==> config.mk <==
export PLATFORM = sky130hd
export DESIGN_NAME = axi_lite_master_bridge
export DESIGN_NICKNAME = d
export VERILOG_FILES = /design/src/rtl/axi_lite_master_bridge.sv
export SDC_FILE = /design/constraint.sdc
export NUM_CORES = 1
export LEC_CHECK = 0
export ABC_AREA = 1
export BUFFER_PORTS_ARGS = -buffer_cell sky130_fd_sc_hd__buf_2
export CORE_ASPECT_RATIO = 0.8
export CORE_MARGIN = 3
export CORE_UTILIZATION = 30
export CTS_BUF_LIST = sky130_fd_sc_hd__clkbuf_4 sky130_fd_sc_hd__clkbuf_8
export DETAILED_ROUTE_END_ITERATION = 10
export HOLD_SLACK_MARGIN = 0.03
export PLACE_DENSITY = 0.64
export SLEW_MARGIN = 0
export SYNTH_ARGS = -nofsm -noshare
export SYNTH_HDL_FRONTEND = slang
export SYNTH_SLANG_ARGS = --single-unit
==> constraint.sdc <==
create_clock -name clk -period 2.2 [get_ports clk]
set_clock_uncertainty 0.05 [all_clocks]
set_input_delay 0.11 -clock clk [delete_from_list [all_inputs] [get_ports clk]]
set_output_delay 0.11 -clock clk [all_outputs]
set_load 0.02 [all_outputs]
==> src/rtl/axi_lite_master_bridge.sv <==
// Word-addressed request/response streams to an AXI4-Lite master port; independent read and write engines.
// Optional error-response counter (err_cnt) is built when AXI_LITE_MASTER_ERR_EN is defined.
module axi_lite_master_bridge #(
  parameter int ADDR_W = 9,
  parameter int DATA_W = 32
) (
  input  logic              clk,
  input  logic              rst,
  input  logic [ADDR_W-1:0] ar,
  input  logic              ar_valid,
  output logic              ar_ready,
  input  logic [ADDR_W-1:0] wa,
  input  logic [DATA_W-1:0] wd,
  input  logic              w_valid,
  output logic              w_ready,
  output logic [DATA_W-1:0] r,
  output logic              r_valid,
  input  logic              r_ready,
  output logic              b_valid,
  input  logic              b_ready,
  output logic [ADDR_W+1:0] m_axi_awaddr,
  output logic              m_axi_awvalid,
  input  logic              m_axi_awready,
  output logic [DATA_W-1:0] m_axi_wdata,
  output logic [3:0]        m_axi_wstrb,
  output logic              m_axi_wvalid,
  input  logic              m_axi_wready,
  input  logic [1:0]        m_axi_bresp,
  input  logic              m_axi_bvalid,
  output logic              m_axi_bready,
  output logic [ADDR_W+1:0] m_axi_araddr,
  output logic              m_axi_arvalid,
  input  logic              m_axi_arready,
  input  logic [DATA_W-1:0] m_axi_rdata,
  input  logic [1:0]        m_axi_rresp,
  input  logic              m_axi_rvalid,
  output logic              m_axi_rready
`ifdef AXI_LITE_MASTER_ERR_EN
  ,
  output logic [7:0]        err_cnt
`endif
);

  typedef enum logic [1:0] {RD_IDLE, RD_AR, RD_R, RD_OUT} rd_state_t;
  typedef enum logic [1:0] {WR_IDLE, WR_REQ, WR_B, WR_OUT} wr_state_t;

  rd_state_t rd_state, rd_next;
  wr_state_t wr_state, wr_next;

  logic              ar_ready_next, arvalid_next, rready_next, r_valid_next;
  logic              w_ready_next, awvalid_next, wvalid_next, bready_next, b_valid_next;
  logic [ADDR_W+1:0] araddr_next, awaddr_next;
  logic [DATA_W-1:0] r_next, wdata_next;
  logic              ar_hs, w_hs, r_beat, b_beat, aw_left, w_left;

  assign m_axi_wstrb = 4'b1111;

  assign ar_hs   = ar_valid & ar_ready;
  assign w_hs    = w_valid & w_ready;
  assign r_beat  = m_axi_rvalid & m_axi_rready;
  assign b_beat  = m_axi_bvalid & m_axi_bready;
  assign aw_left = m_axi_awvalid & ~m_axi_awready;
  assign w_left  = m_axi_wvalid & ~m_axi_wready;

  // Every handshake output is registered from the next state, so no input reaches an output combinationally.
  always_ff @(posedge clk) begin
    if (rst) begin
      rd_state      <= RD_IDLE;
      wr_state      <= WR_IDLE;
      ar_ready      <= 1'b0;
      m_axi_arvalid <= 1'b0;
      m_axi_rready  <= 1'b0;
      r_valid       <= 1'b0;
      w_ready       <= 1'b0;
      m_axi_awvalid <= 1'b0;
      m_axi_wvalid  <= 1'b0;
      m_axi_bready  <= 1'b0;
      b_valid       <= 1'b0;
      m_axi_araddr  <= '0;
      m_axi_awaddr  <= '0;
      m_axi_wdata   <= '0;
      r             <= '0;
    end else begin
      rd_state      <= rd_next;
      wr_state      <= wr_next;
      ar_ready      <= ar_ready_next;
      m_axi_arvalid <= arvalid_next;
      m_axi_rready  <= rready_next;
      r_valid       <= r_valid_next;
      w_ready       <= w_ready_next;
      m_axi_awvalid <= awvalid_next;
      m_axi_wvalid  <= wvalid_next;
      m_axi_bready  <= bready_next;
      b_valid       <= b_valid_next;
      m_axi_araddr  <= araddr_next;
      m_axi_awaddr  <= awaddr_next;
      m_axi_wdata   <= wdata_next;
      r             <= r_next;
    end
  end

  always_comb begin
    rd_next     = rd_state;
    araddr_next = m_axi_araddr;
    r_next      = r;
    case (rd_state)
      RD_IDLE: if (ar_hs) begin
        rd_next     = RD_AR;
        araddr_next = {ar, 2'b00};
      end
      RD_AR:   if (m_axi_arvalid && m_axi_arready) rd_next = RD_R;
      RD_R:    if (r_beat) begin
        rd_next = RD_OUT;
        r_next  = m_axi_rdata;
      end
      RD_OUT:  if (r_valid && r_ready) rd_next = RD_IDLE;
      default: rd_next = RD_IDLE;
    endcase
    ar_ready_next = (rd_next == RD_IDLE);
    arvalid_next  = (rd_next == RD_AR);
    rready_next   = (rd_next == RD_R);
    r_valid_next  = (rd_next == RD_OUT);
  end

  // AW and W retire independently; the request phase ends once neither channel still has a beat pending.
  always_comb begin
    wr_next     = wr_state;
    awaddr_next = m_axi_awaddr;
    wdata_next  = m_axi_wdata;
    case (wr_state)
      WR_IDLE: if (w_hs) begin
        wr_next     = WR_REQ;
        awaddr_next = {wa, 2'b00};
        wdata_next  = wd;
      end
      WR_REQ:  if (!aw_left && !w_left) wr_next = WR_B;
      WR_B:    if (b_beat) wr_next = WR_OUT;
      WR_OUT:  if (b_valid && b_ready) wr_next = WR_IDLE;
      default: wr_next = WR_IDLE;
    endcase
    w_ready_next = (wr_next == WR_IDLE);
    awvalid_next = (wr_next == WR_REQ) && ((wr_state == WR_IDLE) || aw_left);
    wvalid_next  = (wr_next == WR_REQ) && ((wr_state == WR_IDLE) || w_left);
    bready_next  = (wr_next == WR_B);
    b_valid_next = (wr_next == WR_OUT);
  end

`ifdef AXI_LITE_MASTER_ERR_EN
  logic [1:0] err_inc;
  logic [8:0] err_sum;
  logic [7:0] err_cnt_next;

  // Error R and B beats landing on the same edge both count; the sum saturates at 255.
  always_comb begin
    err_inc      = {1'b0, (r_beat && (m_axi_rresp != 2'b00))} +
                   {1'b0, (b_beat && (m_axi_bresp != 2'b00))};
    err_sum      = {1'b0, err_cnt} + {7'd0, err_inc};
    err_cnt_next = err_sum[8] ? 8'hFF : err_sum[7:0];
  end

  always_ff @(posedge clk) begin
    if (rst) err_cnt <= 8'd0;
    else     err_cnt <= err_cnt_next;
  end
`else
  logic resp_unused;
  assign resp_unused = ^{m_axi_rresp, m_axi_bresp};
`endif

endmodule

==> impl_results.md, run 1 <==
* Status: finished, final reports clean
* Sequential fraction of the synthesis area at 0.552
* CTS Buffer Depth at 2
* P per Cell Area at about 690 nW/um^2
* Largest net degree at the start of global routing at 40
* Gr ovfl total at 0
* Clock share of power at 0.312
* TritonCTS buffer count at 9
* Share of cells above drive strength 1 at 0.299
* Most frequent cells in the layout: buf_2, nor2_1, dfxtp_1
* First-pass GRT wire length at around 17,000 um
* Critical Path Start Type: flop
* Vias at approximately 3,800
* Pre-CTS WS at 0.623 ns
* Final Hold Viols at 0
* Syn avg cell area at approximately 8 um^2
* Gate Count Post-Synth at 441
* Clk root buf: clkbuf_8
* Initial antenna violation count at 0
* WL/cell at between 10 and 15 um
* Psw at 0.00107 W
* Finished Layout Cells at around 850
* Gr usage total at 0.167
* Yosys warnings at 0
* Max-cap viol count at 0
* Setup_tns at 0 ns
* Die height at 102 um
* Port bufs at ~180
* Worst path arrival time at roughly 1.8 ns
* Synth unique cells at 18
* H-Tree Depth at 3
* Logic pwr share at 0.190
* Worst setup path endpoint: m_axi_awvalid
* RR Endpoint: m_axi_awvalid
* Fmax at 634 MHz
* Layout Nets at between 700 and 800
* Crit Path Class: flop to flop
* Internal at about 0.0027 W
* Placer Congestion at around 0.82
* #FFs+latches synth at 95
* DRT iter0 DRCs at ~160
* CTS tree: done
* Reg2Reg Depth at 6
* Final slew viol count at 0
* Area grow syn2layout at 57.8%
* Leading cell type in the layout, fill and taps excluded: buf_2
* Post-layout minimum cycle time at roughly 1.6 ns
* RSZ-0062 raised after global routing: no
* Vias in the first global route at 3,731
* Biggest area consumer among synthesized cells: dfxtp_1
* I/O Pins at 196
* CORE AREA at roughly 11,000 um^2
* Top cell type's share of synthesized area at 0.552
* Initial Util at 0.313
* DP Wirelength at about 7100 um
* Seq pwr share at 0.499
* Critical Path Source: wr_state[1]
* Die Width at between 100 and 150 um
* First drt pass iteration count at 5
* R2R Path Start: wr_state[1]
* CP Max Fanout at 23
* Worst-path clk slew at 0.09 ns
* Actual slew at the worst max-slew pin at around 0.56 ns
* WHS at ~0.11 ns
* CP Data Required Time at 2.45 ns
* Total power at between 0.003 and 0.004 W
* Drt total wl at 11,200 um
* Drt via density at 4.49
* Row cnt at 34
* Ant. Diodes at 0
* Ranking of synthesized cells by area: dfxtp_1, nor2_1, o21ai_0, buf_6, nand2_1
* Switch share at 0.284
* Leakage power at roughly 2.8 nW
* Slew Limit Headroom at 0.628
* Placed cells at between 700 and 800
* Clk sink count at 95
* Worst setup EP type: flop
* HP Class: input port to flop
* Post-CTS setup buffers at 0
* Endpoints failing setup at 0
* Post-route ant nets at 0
* Reg2Reg Setup Slack at 0.62 ns
* Worst vdd ir at around 350 uV
* Setup ws final at 0.622 ns
* Residual DRC count at 0
* Synthesized area at roughly 3400 um^2
* DIE AREA at about 13,000 um^2
* Clk_lat worst skew at 0.35 ns
* Final Cycle Share at 0.717
## power groups by stage
stage | logic [W] | registers [W] | clock network (W)
floorplan | 0.000253 | 0.00204 | 0
global placement | 0.000585 | 0.00191 | 0
detailed placement | 0.000596 | 0.00192 | 0
CTS | 0.000709 | 0.00188 | 0.00123
global route | 0.000784 | 0.00189 | 0.00129
finish | 0.000715 | 0.00188 | 0.00117
## state kept, by name (all words and copies together), names as in the netlist
| register | cells |
|---|---|
| rd_state | 2 |
| m_axi_wvalid | 1 |
| w_ready | 1 |
| r_valid | 1 |
| m_axi_arvalid | 1 |
| b_valid | 1 |
| m_axi_rready | 1 |
| wr_state | 2 |
| m_axi_araddr | 9 |
| m_axi_bready | 1 |
| m_axi_wdata | 32 |
| r | 32 |
| m_axi_awaddr | 9 |
| m_axi_awvalid | 1 |
| ar_ready | 1 |
## through the flow
step / util / instance area, um^2
after floorplan: - / 3470
after global placement: 0.399 / 4400
after detailed placement: 0.399 / 4400
after CTS: 0.493 / 5430
after global routing: 0.493 / 5430
final: 0.493 / 5430
## cells by family (layout without fill, tap and decap cells)
logic type	after synthesis	count (layout)	share of synthesized area
compound gates	83	83	0.121
other cells	2	8	0.00218
flops	95	95	0.552
simple gates	213	213	0.246
buf+inv	48	304	0.0788
## layout make-up
| class | instances | area (um^2) |
|---|---|---|
| clock inverters | 6 | 68.8 |
| fillers | 1053 | 5590 |
| inverters | 16 | 60.1 |
| repair buffers | 272 | 1790 |
| clock buffers | 10 | 138 |
| multi-input cells | 304 | 1290 |
| flip-flops and latches | 95 | 1900 |
| well taps | 144 | 180 |
## per-layer routing
layer	GRT usage	up-vias	share of wire
li1	-	1889	-
met4	0.0577	0	0.020
met2	0.302	170	0.49
met1	0.188	1726	0.41
met3	0.0559	22	0.082
met5	0	-	0
## worst min path at each step
stage	from	slack [ns]	cells past startpoint	end
floorplan	rst	0.13	1	b_valid
global placement	m_axi_rdata[29]	0.28	3	r[29]
detailed placement	m_axi_rdata[2]	0.29	3	r[2]
CTS	m_axi_bvalid	0.08	5	b_valid
global route	m_axi_wready	0.15	6	m_axi_wvalid
finish	m_axi_bvalid	0.11	5	b_valid
## what timing repair did
action	in CTS	in global routing
setup endpoints to repair	0	0
gates resized for setup	0	0
hold endpoints to repair	85	0
hold buffers	83	0
## synthesized netlist by cell type (all sizes together)
cell / number
buf: 20
dfxtp: 95
nand2: 19
nand4: 3
inv: 15
o21ai: 83
clkinv: 1
nand3: 10
nor3: 1
conb: 2
clkbuf: 12
nor2: 180
## critical path: stages (launching register included)
cell     delay, ns
dfxtp_1       0.34
inv_1         0.15
nand4_4       0.28
buf_4         0.32
nand3_1       0.15
nand2_1       0.11
nor2_1        0.11
Power figures use the tool's default switching activity.
==> inputs of run 2 (changes only) <==
Settings changed: PLACE_DENSITY 0.64 to 0.66.
Clock period 2.2 ns to 1.33 ns, I/O delays scaled along.
==> run 2 against run 1 <==
- setup slack got worse by 0.55 ns
- non-clock buffer count rose by 6
- count of clock-buffer cells in the layout rose by 3
- sequential cell count did not move
- wire length fell by 1.8%
- via count rose by 0.39%
- final cell count rose by 0.47%
- register-to-register slack got worse by 0.55 ns
- combinational power rose by 71%
==> impl_results.md, run 2 (same netlist as run 1, synthesis figures left out) <==
* Status: finished, final reports clean
* Total power at 0.00602 W
* First drt pass iteration count at 4
* Drt total wl at 11,000 um
* P per Cell Area at approximately 1100 nW/um^2
* WL/cell at around 13 um
* Max-cap viol count at 0
* Layout Nets at roughly 800
* Critical Path Source: rd_state[1]
* H-Tree Depth at 3
* Seq pwr share at 0.517
* TritonCTS buffer count at 9
* Switch share at 0.274
* DP Wirelength at 7140 um
* Share of cells above drive strength 1 at 0.311
* CP Data Required Time at around 1.6 ns
* Leakage power at ~2.8 nW
* Most frequent cells in the layout: buf_2, nor2_1, dfxtp_1
* Initial Util at 0.313
* Clock share of power at 0.280
* Psw at ~0.0016 W
* Slowest-stage cell, CP: dfxtp_2
* Post-layout util at 0.501
* Largest net degree at the start of global routing at 60
* RSZ-0062 raised after global routing: yes
* Vias in the first global route at 3,794
* Gr usage total at 0.167
* Placed cells at between 700 and 800
* Final slew viol count at 0
* Worst path arrival time at between 1 and 1.5 ns
* Die Width at around 130 um
* Area grow syn2layout at 60.2%
* DRT iter0 DRCs at 129
* Clk root buf: clkbuf_8
* Critical Path Max Stage Delay at roughly 0.37 ns
* Die height at between 100 and 150 um
* Placer Congestion at ~0.84
* Logic pwr share at 0.203
* Crit Path Class: flop to flop
* Worst vdd ir at around 650 uV
* CORE AREA at 11,000 um^2
* Largest registers: m_axi_wdata: 32 flops, r: 32 flops
* Clk_lat worst skew at around 0.34 ns
* Worst setup EP type: flop
* Final Cycle Share at 0.944
* First-pass GRT wire length at around 18,000 um
* R2R Path Start: rd_state[1]
* Hold Crit Start: m_axi_bvalid
* CP Buf/Inv Count at 3
* Critical Path Start Type: flop
* Vias at approximately 3,800
* Leading cell type in the layout, fill and taps excluded: buf_2
* HP Class: input port to flop
* Initial antenna violation count at 0
* Crit path max-delay family: flip-flops
* I/O Pins at 196
* Drt via density at 4.49
* Endpoints failing setup at 0
* DIE AREA at 12,800 um^2
* Worst path cell trace: inv_2 -> nor3_4 -> buf_4 -> buf_12 -> o21ai_0 -> nor2_1
* Gr ovfl total at 0
* Fmax at about 800 MHz
* Worst-path clk slew at approximately 0.080 ns
* Clk sink count at between 90 and 100
* Residual DRC count at 0
* Post-layout minimum cycle time at 1.26 ns
* Final Hold Viols at 0
* Finished Layout Cells at 851
* Port bufs at approximately 180
* Ant. Diodes at 0
* CTS Buffer Depth at 2
* CP Max Fanout at 32
* Row cnt at 34
* CTS tree: done
* Internal at roughly 0.0044 W
* Post-route ant nets at 0
==> run 2: cell types whose count changed in the layout (fill, tap and decap cells not counted), moves of 2 or more <==
cell      delta
dfxtp_1      -2
nor2_1       -2
dfxtp_2      +2
nor2_2       +2
clkinv_4     -2
buf_12       +4
clkbuf_4     +2
==> run 2: layout make-up <==
type	instances	area [um^2]
inverters	16	68.8
clock inverters	1	5.00
fillers	1042	5500
repair buffers	278	1890
multi-input cells	304	1300
flip-flops and latches	95	1900
clock buffers	13	166
well taps	144	180
==> run 2: what timing repair did <==
item / CTS / global route
setup endpoints to repair: 32 / 49
gates resized for setup: 2 / 8
hold buffers: 83 / 0
hold endpoints to repair: 85 / 0
pin swaps: 1 / 1
buffers inserted: 0 / 2
==> run 2: path summary, 6_finish.rpt <==
check,to,slack (ns),depth (start not counted)
hold reg to reg,m_axi_wdata[27],0.43,2
hold / removal,b_valid,0.07,5
setup reg to reg,r[1],0.07,6
setup / recovery,r[1],0.07,6
==> run 2: tightest hold or removal path, delay by kind of cell <==
family        cells  cell delay [ns]
buf+inv           1             0.08
simple gates      4             0.30
==> run 2: per-layer routing <==
metal / GRT usage / vias to the layer above / part of all wire
met1: 0.187 / 1742 / 0.41
li1: - / 1901 / -
met5: 0 / - / 0
met2: 0.305 / 158 / 0.49
met4: 0.0569 / 0 / 0.021
met3: 0.0538 / 21 / 0.076
==> run 2: power by group through the flow <==
stage	Clock (W)	Sequential [W]	Combinational, W
floorplan	0	0.00338	0.000419
global placement	0	0.00317	0.00100
detailed placement	0	0.00318	0.00102
CTS	0.00178	0.00311	0.00121
global route	0.00187	0.00314	0.00135
finish	0.00169	0.00311	0.00122
==> run 2: metrics by stage <==
stage | worst slack, ns | setup TNS, ns | hold slack (ns) | cell area (um^2)
final | 0.0742 | 0 | 0.0730 | 5520
after global routing | -0.0274 | -0.0852 | 0.0786 | 5520
after CTS | 0.0158 | 0 | 0.0438 | 5480
after detailed placement | -0.104 | -2.24 | 0.245 | 4480
after global placement | -0.00365 | -0.00365 | 0.236 | 4480
after floorplan | 0.0745 | 0 | 0.0889 | 3470
